File: src/rtl/div32_seq_pkg.sv
`default_nettype none
// ============================================================================
// Module      : div32_seq_pkg
// Description : Shared ALU constants: divider FSM encoding, DIV/REM opcodes,
//               divide-by-zero quotient.
// Revision    : 1.0 - initial release
// ============================================================================
package div32_seq_pkg;

    localparam int unsigned C_DATA_W = 32;

    localparam logic [1:0] C_ST_IDLE = 2'd0;
    localparam logic [1:0] C_ST_RUN  = 2'd1;
    localparam logic [1:0] C_ST_DONE = 2'd2;

    localparam logic [3:0] C_ALU_OP_DIV = 4'hC;
    localparam logic [3:0] C_ALU_OP_REM = 4'hD;

    localparam logic [31:0] C_DIV_ZERO_QUOT = 32'hFFFF_FFFF;
    localparam logic [5:0]  C_LAST_ITER     = 6'd31;

endpackage : div32_seq_pkg
`default_nettype wire

File: src/rtl/div32_seq_rca32.sv
`default_nettype none
// ============================================================================
// Module      : div32_seq_rca32
// Description : 32-bit ripple-carry adder; cin=1 selects subtract (a - b).
// Revision    : 1.0 - initial release
// ============================================================================
module div32_seq_rca32 (
    input  logic [31:0] a,
    input  logic [31:0] b,
    input  logic        cin,
    output logic [31:0] sum,
    output logic        cout
);

    // cin doubles as the subtract select: a + ~b + 1 when set.
    logic [31:0] w_b_eff;
    logic [32:0] w_carry;

    assign w_b_eff    = b ^ {32{cin}};
    assign w_carry[0] = cin;

    generate
        for (genvar i = 0; i < 32; i++) begin : g_bit
            assign sum[i]       = a[i] ^ w_b_eff[i] ^ w_carry[i];
            assign w_carry[i+1] = (a[i] & w_b_eff[i]) | (w_carry[i] & (a[i] ^ w_b_eff[i]));
        end
    endgenerate

    assign cout = w_carry[32];

endmodule : div32_seq_rca32
`default_nettype wire

File: src/rtl/div32_seq.sv
`default_nettype none
// ============================================================================
// Module      : div32_seq
// Description : 32-bit unsigned restoring divider, one quotient bit per clock.
// Revision    : 1.0 - initial release
// ============================================================================
module div32_seq
    import div32_seq_pkg::*;
(
    input  logic        clk,
    input  logic        rst,
    input  logic        start,
    input  logic [31:0] dividend,
    input  logic [31:0] divisor,
    output logic        busy,
    output logic        done,
    output logic [31:0] quotient,
    output logic [31:0] remainder,
    output logic        div_zero
);

    logic [1:0]  r_state;
    logic [1:0]  w_state_next;
    logic [31:0] r_rem;
    logic [31:0] r_q;
    logic [31:0] r_div;
    logic [5:0]  r_cnt;

    logic [32:0] w_shifted;
    logic [31:0] w_diff;
    logic        w_cout;
    logic        w_q_bit;
    logic [31:0] w_rem_next;
    logic [31:0] w_q_next;
    logic        w_accept;
    logic        w_div_is_zero;
    logic        w_last;

    assign w_shifted     = {r_rem, r_q[31]};
    assign w_accept      = start && ((r_state == C_ST_IDLE) || (r_state == C_ST_DONE));
    assign w_div_is_zero = (divisor == 32'd0);
    assign w_last        = (r_cnt == C_LAST_ITER);

    div32_seq_rca32 u_rca32 (
        .a    (w_shifted[31:0]),
        .b    (r_div),
        .cin  (1'b1),
        .sum  (w_diff),
        .cout (w_cout)
    );

    // A set bit 32 means shifted >= D regardless of the 32-bit borrow.
    assign w_q_bit    = w_shifted[32] | w_cout;
    assign w_rem_next = w_q_bit ? w_diff : w_shifted[31:0];
    assign w_q_next   = {r_q[30:0], w_q_bit};

    always_ff @(posedge clk or posedge rst) begin
        if (rst) begin
            r_state <= C_ST_IDLE;
        end else begin
            r_state <= w_state_next;
        end
    end

    always_comb begin
        w_state_next = r_state;
        case (r_state)
            C_ST_IDLE, C_ST_DONE: begin
                if (w_accept) begin
                    w_state_next = w_div_is_zero ? C_ST_DONE : C_ST_RUN;
                end else begin
                    w_state_next = C_ST_IDLE;
                end
            end
            C_ST_RUN: begin
                if (w_last) begin
                    w_state_next = C_ST_DONE;
                end
            end
            default: w_state_next = C_ST_IDLE;
        endcase
    end

    always_comb begin
        busy = 1'b0;
        done = 1'b0;
        case (r_state)
            C_ST_RUN:  busy = 1'b1;
            C_ST_DONE: done = 1'b1;
            default: ;
        endcase
    end

    always_ff @(posedge clk or posedge rst) begin
        if (rst) begin
            r_rem     <= 32'd0;
            r_q       <= 32'd0;
            r_div     <= 32'd0;
            r_cnt     <= 6'd0;
            quotient  <= 32'd0;
            remainder <= 32'd0;
            div_zero  <= 1'b0;
        end else if (w_accept) begin
            if (w_div_is_zero) begin
                quotient  <= C_DIV_ZERO_QUOT;
                remainder <= dividend;
                div_zero  <= 1'b1;
            end else begin
                r_rem    <= 32'd0;
                r_q      <= dividend;
                r_div    <= divisor;
                r_cnt    <= 6'd0;
                div_zero <= 1'b0;
            end
        end else if (r_state == C_ST_RUN) begin
            r_rem <= w_rem_next;
            r_q   <= w_q_next;
            r_cnt <= r_cnt + 6'd1;
            if (w_last) begin
                quotient  <= w_q_next;
                remainder <= w_rem_next;
            end
        end
    end

endmodule : div32_seq
`default_nettype wire

File: config.mk
export PLATFORM = sky130hd
export DESIGN_NAME = div32_seq
export DESIGN_NICKNAME = d
export VERILOG_FILES = /design/src/rtl/div32_seq_pkg.sv /design/src/rtl/div32_seq_rca32.sv /design/src/rtl/div32_seq.sv
export SDC_FILE = /design/constraint.sdc
export NUM_CORES = 1
export LEC_CHECK = 0
export BUFFER_PORTS_ARGS = -buffer_cell sky130_fd_sc_hd__buf_2
export CELL_PAD_IN_SITES_DETAIL_PLACEMENT = 0
export CELL_PAD_IN_SITES_GLOBAL_PLACEMENT = 1
export CORE_ASPECT_RATIO = 0.6
export CORE_MARGIN = 2
export CORE_UTILIZATION = 40
export DETAILED_ROUTE_END_ITERATION = 8
export GPL_TIMING_DRIVEN = 0
export PLACE_DENSITY = 0.76
export SETUP_SLACK_MARGIN = 0.05
export SLEW_MARGIN = 20
export SYNTH_ARGS = -nofsm -noshare
export SYNTH_HDL_FRONTEND = slang
export SYNTH_HIERARCHICAL = 1
export SYNTH_SLANG_ARGS = --single-unit
File: constraint.sdc
create_clock -name clk -period 13.5 [get_ports clk]
set_input_delay 2.7 -clock clk [delete_from_list [all_inputs] [get_ports clk]]
set_output_delay 2.7 -clock clk [all_outputs]
set_load 0.01 [all_outputs]
## Yosys cells after proc, flatten, opt, wreduce, memory -nomap -nowiden

Index checks and enable logic that the tools add are counted.

- Bits in registers: 169
- Input port bits: 67
- Output and inout port bits: 67
- Logic and storage cells: 212

- $add $sub $neg: 1
- Equality and inequality tests: 6
- Mux-type cells: 25
- Bitwise logic cells: 162
- Reduce and logical (&&, ||, !) cells: 10

Operator list:

| cell | number |
|---|---|
| 32-bit 2-to-1 mux | 15 |
| 1-bit bitwise AND | 63 |
| 1-bit bitwise XOR | 63 |
| 1-bit OR | 33 |
| 32-bit zero test | 1 |
| 32-bit inverter | 1 |
| 6-bit 2-to-1 mux | 3 |
| 6-bit by 1-bit adder with 6-bit output, second input constant | 1 |
| 6-bit by 5-bit equality test with 1-bit output, second input constant | 1 |
| 2-bit 2-to-1 mux | 3 |
| 2-bit != test, second input constant | 2 |
| 2-bit one-hot mux with 2 select lines | 1 |
| 2-bit AND reduction | 2 |
| 2-bit nonzero test | 2 |
| 1-bit 2-to-1 mux | 3 |
| 3-bit AND reduction | 1 |
| 2-bit by 1-bit equality test with 1-bit output, second input constant | 1 |
| 2-bit equality test, second input constant | 1 |
| 2-bit zero test | 1 |
| 2-bit by 1-bit != test with 1-bit output, second input constant | 1 |
| 1-bit inverter | 2 |
| 2-bit OR reduction | 1 |
| 1-bit logical AND | 1 |
| 1-bit logical OR | 1 |

## Logic depth before layout (Yosys ltp)

- Depth after elaboration: 70
- Gate-level depth with buffers: 42
- Depth with buffers taken out: 39

## By module

The synthesis kept the hierarchy.

Modules (own cells, without submodules):

| module | instances | cells an instance | area an instance (um^2) | seq. area each (um^2) |
|---|---|---|---|---|
| div32_seq | 1 | 657 | 7073.0 | 4229.1 |
| div32_seq_rca32 | 1 | 129 | 1216.2 | 0.0 |

## Worst setup path before layout

OpenSTA, ideal clock, no wires.

- Path kind: flip-flop to flip-flop
- Start: register r_div[0]
- End: register remainder[10]
- Setup time: 0.126 ns
- Arrival: 13.935 ns
- Required time: 13.374 ns
- Setup slack: -0.561 ns
- Stages on the path, launching flop included: 41
- Buffers on the path: 1
- Clock period less this slack: 14.061 ns
- Cell sequence: dfrtp_1 mux2i_1 fa_1 fa_1 fa_1 fa_1 fa_1 fa_1 fa_1 fa_1 fa_1 fa_1 fa_1 fa_1 fa_1 fa_1 fa_1 inv_1 [5 not listed] fa_1 fa_1 fa_1 fa_1 fa_1 fa_1 fa_1 fa_1 fa_1 fa_1 fa_1 inv_1 fa_1 nor2_1 buf_2 mux2i_1 nor2_1 a221o_1

- Word-level cells in the longest chain between the ends: 70
- Elaborated cells on any way between the ends: 72
- Those cells by class: mux (4); bitwise (68)

RTL lines:

| element | RTL line | text |
|---|---|---|
| start: declaration | div32_seq.sv:26 | `logic [31:0] r_div;` |
| start signal: assignment | div32_seq.sv:111 | `r_div <= divisor;` |
| 32-bit inverter (no source line) (*) | -- |  |
| 1-bit bitwise AND / 1-bit bitwise XOR (equally long branches) | div32_seq_rca32.sv:25 | `assign w_carry[i+1] = (a[i] & w_b_eff[i]) \| (w_carry[i] & (a[i] ^ w_b_eff[i]));` |
| 1-bit OR (*) | div32_seq_rca32.sv:25 |  |
| 1-bit bitwise AND (*) | div32_seq_rca32.sv:25 |  |
| 1-bit OR (*) | div32_seq_rca32.sv:25 |  |
| 1-bit bitwise AND (*) | div32_seq_rca32.sv:25 |  |
| 1-bit OR (*) | div32_seq_rca32.sv:25 |  |
| 1-bit bitwise AND (*) | div32_seq_rca32.sv:25 |  |
| [55 not listed] | -- |  |
| 1-bit bitwise AND (*) | div32_seq_rca32.sv:25 |  |
| 1-bit OR (*) | div32_seq_rca32.sv:25 |  |
| net w_cout | div32_seq.sv:31 | `logic w_cout;` |
| 1-bit OR (*) | div32_seq.sv:53 | `assign w_q_bit = w_shifted[32] \| w_cout;` |
| 32-bit 2-to-1 mux (*) | div32_seq.sv:54 | `assign w_rem_next = w_q_bit ? w_diff : w_shifted[31:0];` |
| 32-bit 2-to-1 mux (*) | div32_seq.sv:119 | `if (w_last) begin` |
| 32-bit 2-to-1 mux (*) | div32_seq.sv:115 | `end else if (r_state == C_ST_RUN) begin` |
| 32-bit 2-to-1 mux (*) | div32_seq.sv:103 | `end else if (w_accept) begin` |
| end signal: assignment | div32_seq.sv:106 | `remainder <= dividend;` |
| end signal: assignment | div32_seq.sv:121 | `remainder <= w_rem_next;` |
| end: declaration | div32_seq.sv:18 | `output logic [31:0] remainder,` |

The timed path passes the listed nets; every way through them passes the cells marked *. The select of a mux whose other input is x is not followed.
A chain may end at the register's enable or synchronous reset.

## Final worst setup path

- Start: register r_div[0]
- End: register remainder[2]

Same word-level chain as after synthesis.

==> impl_metrics.env <==
export IMPL_status="finished, final reports clean"
export IMPL_grt_pass1_wl_mm=36.9
export IMPL_synth_seq_cells=169
export IMPL_area_growth_pct=25.4
export IMPL_drive_gt1_share_pct=30.7
export IMPL_viasPerCell=5.30
export IMPL_fmax_mhz=75.8
export IMPL_slew_headroom_pct=53.0
export IMPL_finalHoldViolations=0
export IMPL_cellPowerDensity_nw_per_um2=296
export IMPL_grt_overflow=0
export IMPL_via_count=6529
export IMPL_fp_row_count=40
export IMPL_fin_crit_sh_pct=97.7
export IMPL_placed_area_um2=9380
export IMPL_cts_tree="built"
export IMPL_clock_skew_final_ns=0.00988
export IMPL_worst_setup_path_type="register to register"
export IMPL_hold_class="register to register"
export IMPL_critical_path_top_delay_family="adder cells"
export IMPL_clk_insertion_delay_late_ns=0.43
export IMPL_fin_crit_ns=13.19
export IMPL_hold_buffers=0
export IMPL_drv_cap=0
export IMPL_rsz0062_at_grt="yes"
export IMPL_wl_met3_mm=1.49
export IMPL_grt_usage_pct=21.9
export IMPL_die_area_um2=21900
export IMPL_final_common_cell="dfrtp_1"
export IMPL_layout_nets=1046
export IMPL_max_stage_delay_ns=0.41
export IMPL_synth_warnings=6
export IMPL_dr_wl_met2_mm=9.86
export IMPL_top_layer="met4"
export IMPL_drt_pass1_iter_count=4
export IMPL_maxSlewViolCount=0
export IMPL_dp_cells=1193
export IMPL_cp_end_kind="register"
export IMPL_wirelength_met1_mm=11.6
export IMPL_drt_total_wl_mm=23.0
export IMPL_setup_viol=0
export IMPL_crit_top_cell="fa_2"
export IMPL_tightest_slew_ns=0.706
export IMPL_gp_congestion=0.853
export IMPL_ios=134
export IMPL_worstHoldStart="div_zero"
export IMPL_io_buffer_count=133
export IMPL_cp_arrival_ns=13.49
export IMPL_synth_top_area_share_pct=51.0
export IMPL_required_ns=13.80
export IMPL_finalNonFillerCells=1232
export IMPL_fillerInstances=1894
export IMPL_synth_seq_area_share_pct=51.0
export IMPL_drtIter0Drc=423
export IMPL_tritoncts_num_buffers=17
export IMPL_synthCells=786
export IMPL_startpoint="r_div[0]"
export IMPL_dp_hpwl_mm=17.0
export IMPL_antenna_found_initial=0
export IMPL_cts_root_buf="clkbuf_16"
export IMPL_cts_buffer_depth=2
export IMPL_drcViolationCount=0
export IMPL_diodes=0
export IMPL_grt_max_degree=100
export IMPL_synth_area_top_cells="dfrtp_1, fa_1, nor2_1, mux2_2, mux2i_1"
export IMPL_synth_avg_cell_area_um2=10.5
export IMPL_p_leak_nw=4.47
export IMPL_grt_pass1_vias=6547
export IMPL_wl_per_cell_um=18.7
export IMPL_path_clk_slew_ns=0.07
export IMPL_coreArea_um2=20200
export IMPL_crit_slowest_cell="dfrtp_1"
export IMPL_final_antenna_net_count=0
export IMPL_start_kind="register"
export IMPL_initial_core_util_pct=41.1
export IMPL_die_height_um=116
export IMPL_path_max_fanout=10
export IMPL_h_tree_depth=4
export IMPL_fin_util_pct=51.5
export IMPL_final_cell_mix="dfrtp_1, buf_2, nor2_1, inv_1, nand3_1"
export IMPL_syn_cell_area_um2=8290
export IMPL_synthesis_nets=885
export IMPL_synth_cell_types=36
export IMPL_clock_sinks=169
export IMPL_final_area_um2=10400
export IMPL_ir_drop_v=0.000161
export IMPL_chipWidth_um=190
export IMPL_synth_top_area_cell="dfrtp_1"
export IMPL_worstPathBufferInverterCount=4
export IMPL_worstReg2RegStart="r_div[0]"
## tightest hold or removal path: cells and delay by family, from the launching register on
| family | cells | cell delay (ns) |
|---|---|---|
| simple gates | 2 | 0.12 |
| flops | 1 | 0.35 |
## cells by family after synthesis
family | synth area share (%)
AND/OR/NAND/NOR | 11.9
XOR/XNOR | 3.77
AO/OA/AOI/OAI | 10.7
adder cells (fa/ha/maj) | 7.64
multiplexers | 8.45
flip-flops | 51.0
other | 0.0452
buffers and inverters | 6.38
## synth_stat cells
library cell	n
nand2_1	9
nand4_1	2
nor4_1	8
nand2b_1	2
mux2_2	32
buf_1	5
buf_2	20
conb_1	1
a31oi_1	1
buf_12	1
or3_1	1
o21bai_1	1
o22ai_1	31
mux2i_1	34
o221ai_1	2
nand3_1	40
nor2_1	126
dfrtp_1	169
a221o_1	31
xor2_1	4
nor3_4	1
ha_1	1
o21ai_0	37
buf_6	1
nor3_1	33
inv_2	1
fa_1	31
nor3b_1	1
a21oi_1	34
nor2b_1	1
xnor2_2	2
inv_1	65
clkbuf_1	27
xnor2_1	28
and2_1	1
buf_8	2
## state kept, by name (all words and copies together) (netlist names)
register	count
remainder	32
r_q	32
div_zero	1
r_rem	32
r_state	2
quotient	32
r_cnt	6
r_div	32
## where the power goes
part	leakage, nW	switching (mW)	total [mW]	internal, mW
logic	2.24	0.799	1.59	0.790
clock network	0.297	0.215	0.526	0.311
registers	1.94	0.200	0.961	0.761
## path summary, 6_finish.rpt
| path | to | slack [ns] | cells after the start |
|---|---|---|---|
| max | remainder[2] | 0.31 | 40 |
| min | div_zero | 0.50 | 2 |
| max reg2reg | remainder[2] | 0.31 | 40 |
| min reg2reg | div_zero | 0.50 | 2 |
| max in group asynchronous | r_q[31] | 10.27 | 3 |
| min in group asynchronous | r_div[25] | 2.33 | 2 |
## routing by layer
layer	vias to the layer above	global-route usage, %
li1	3011	-
met1	3323	34.0
met2	187	32.1
met3	8	4.57
met4	0	3.88
met5	-	0
## what timing repair did
item                                   in CTS  in global routing
resized for setup                          30                 41
buffers inserted                            1                  5
pin swaps                                   5                  7
cloned                                      1                  1
setup endpoints to repair                  66                 61
endpoints found under the hold margin       0                  0
## stage by stage
stage / setup TNS (ns) / hold WS [ns] / power (mW) / setup slack (ns)
final: 0 / 0.503 / 3.08 / 0.308
after detailed placement: -32.34 / 0.489 / 2.20 / -0.709
after floorplan: 0 / 0.471 / 1.82 / 0.0647
after CTS: 0 / 0.506 / 2.82 / 0.0974
after global placement: -30.33 / 0.474 / 2.16 / -0.653
after global routing: -2.42 / 0.528 / 3.33 / -0.124
## area by class of cell
class,instances,area [um^2],area share (%)
buffer,56,309,2.97
clock buffer,17,425,4.09
clock inverter,14,199,1.91
inverter,66,255,2.46
multi-input combinational,495,3860,37.2
sequential,169,4230,40.7
tap,273,342,3.29
timing repair buffer,142,771,7.41
No activity file was read; power rests on OpenSTA's default activity.
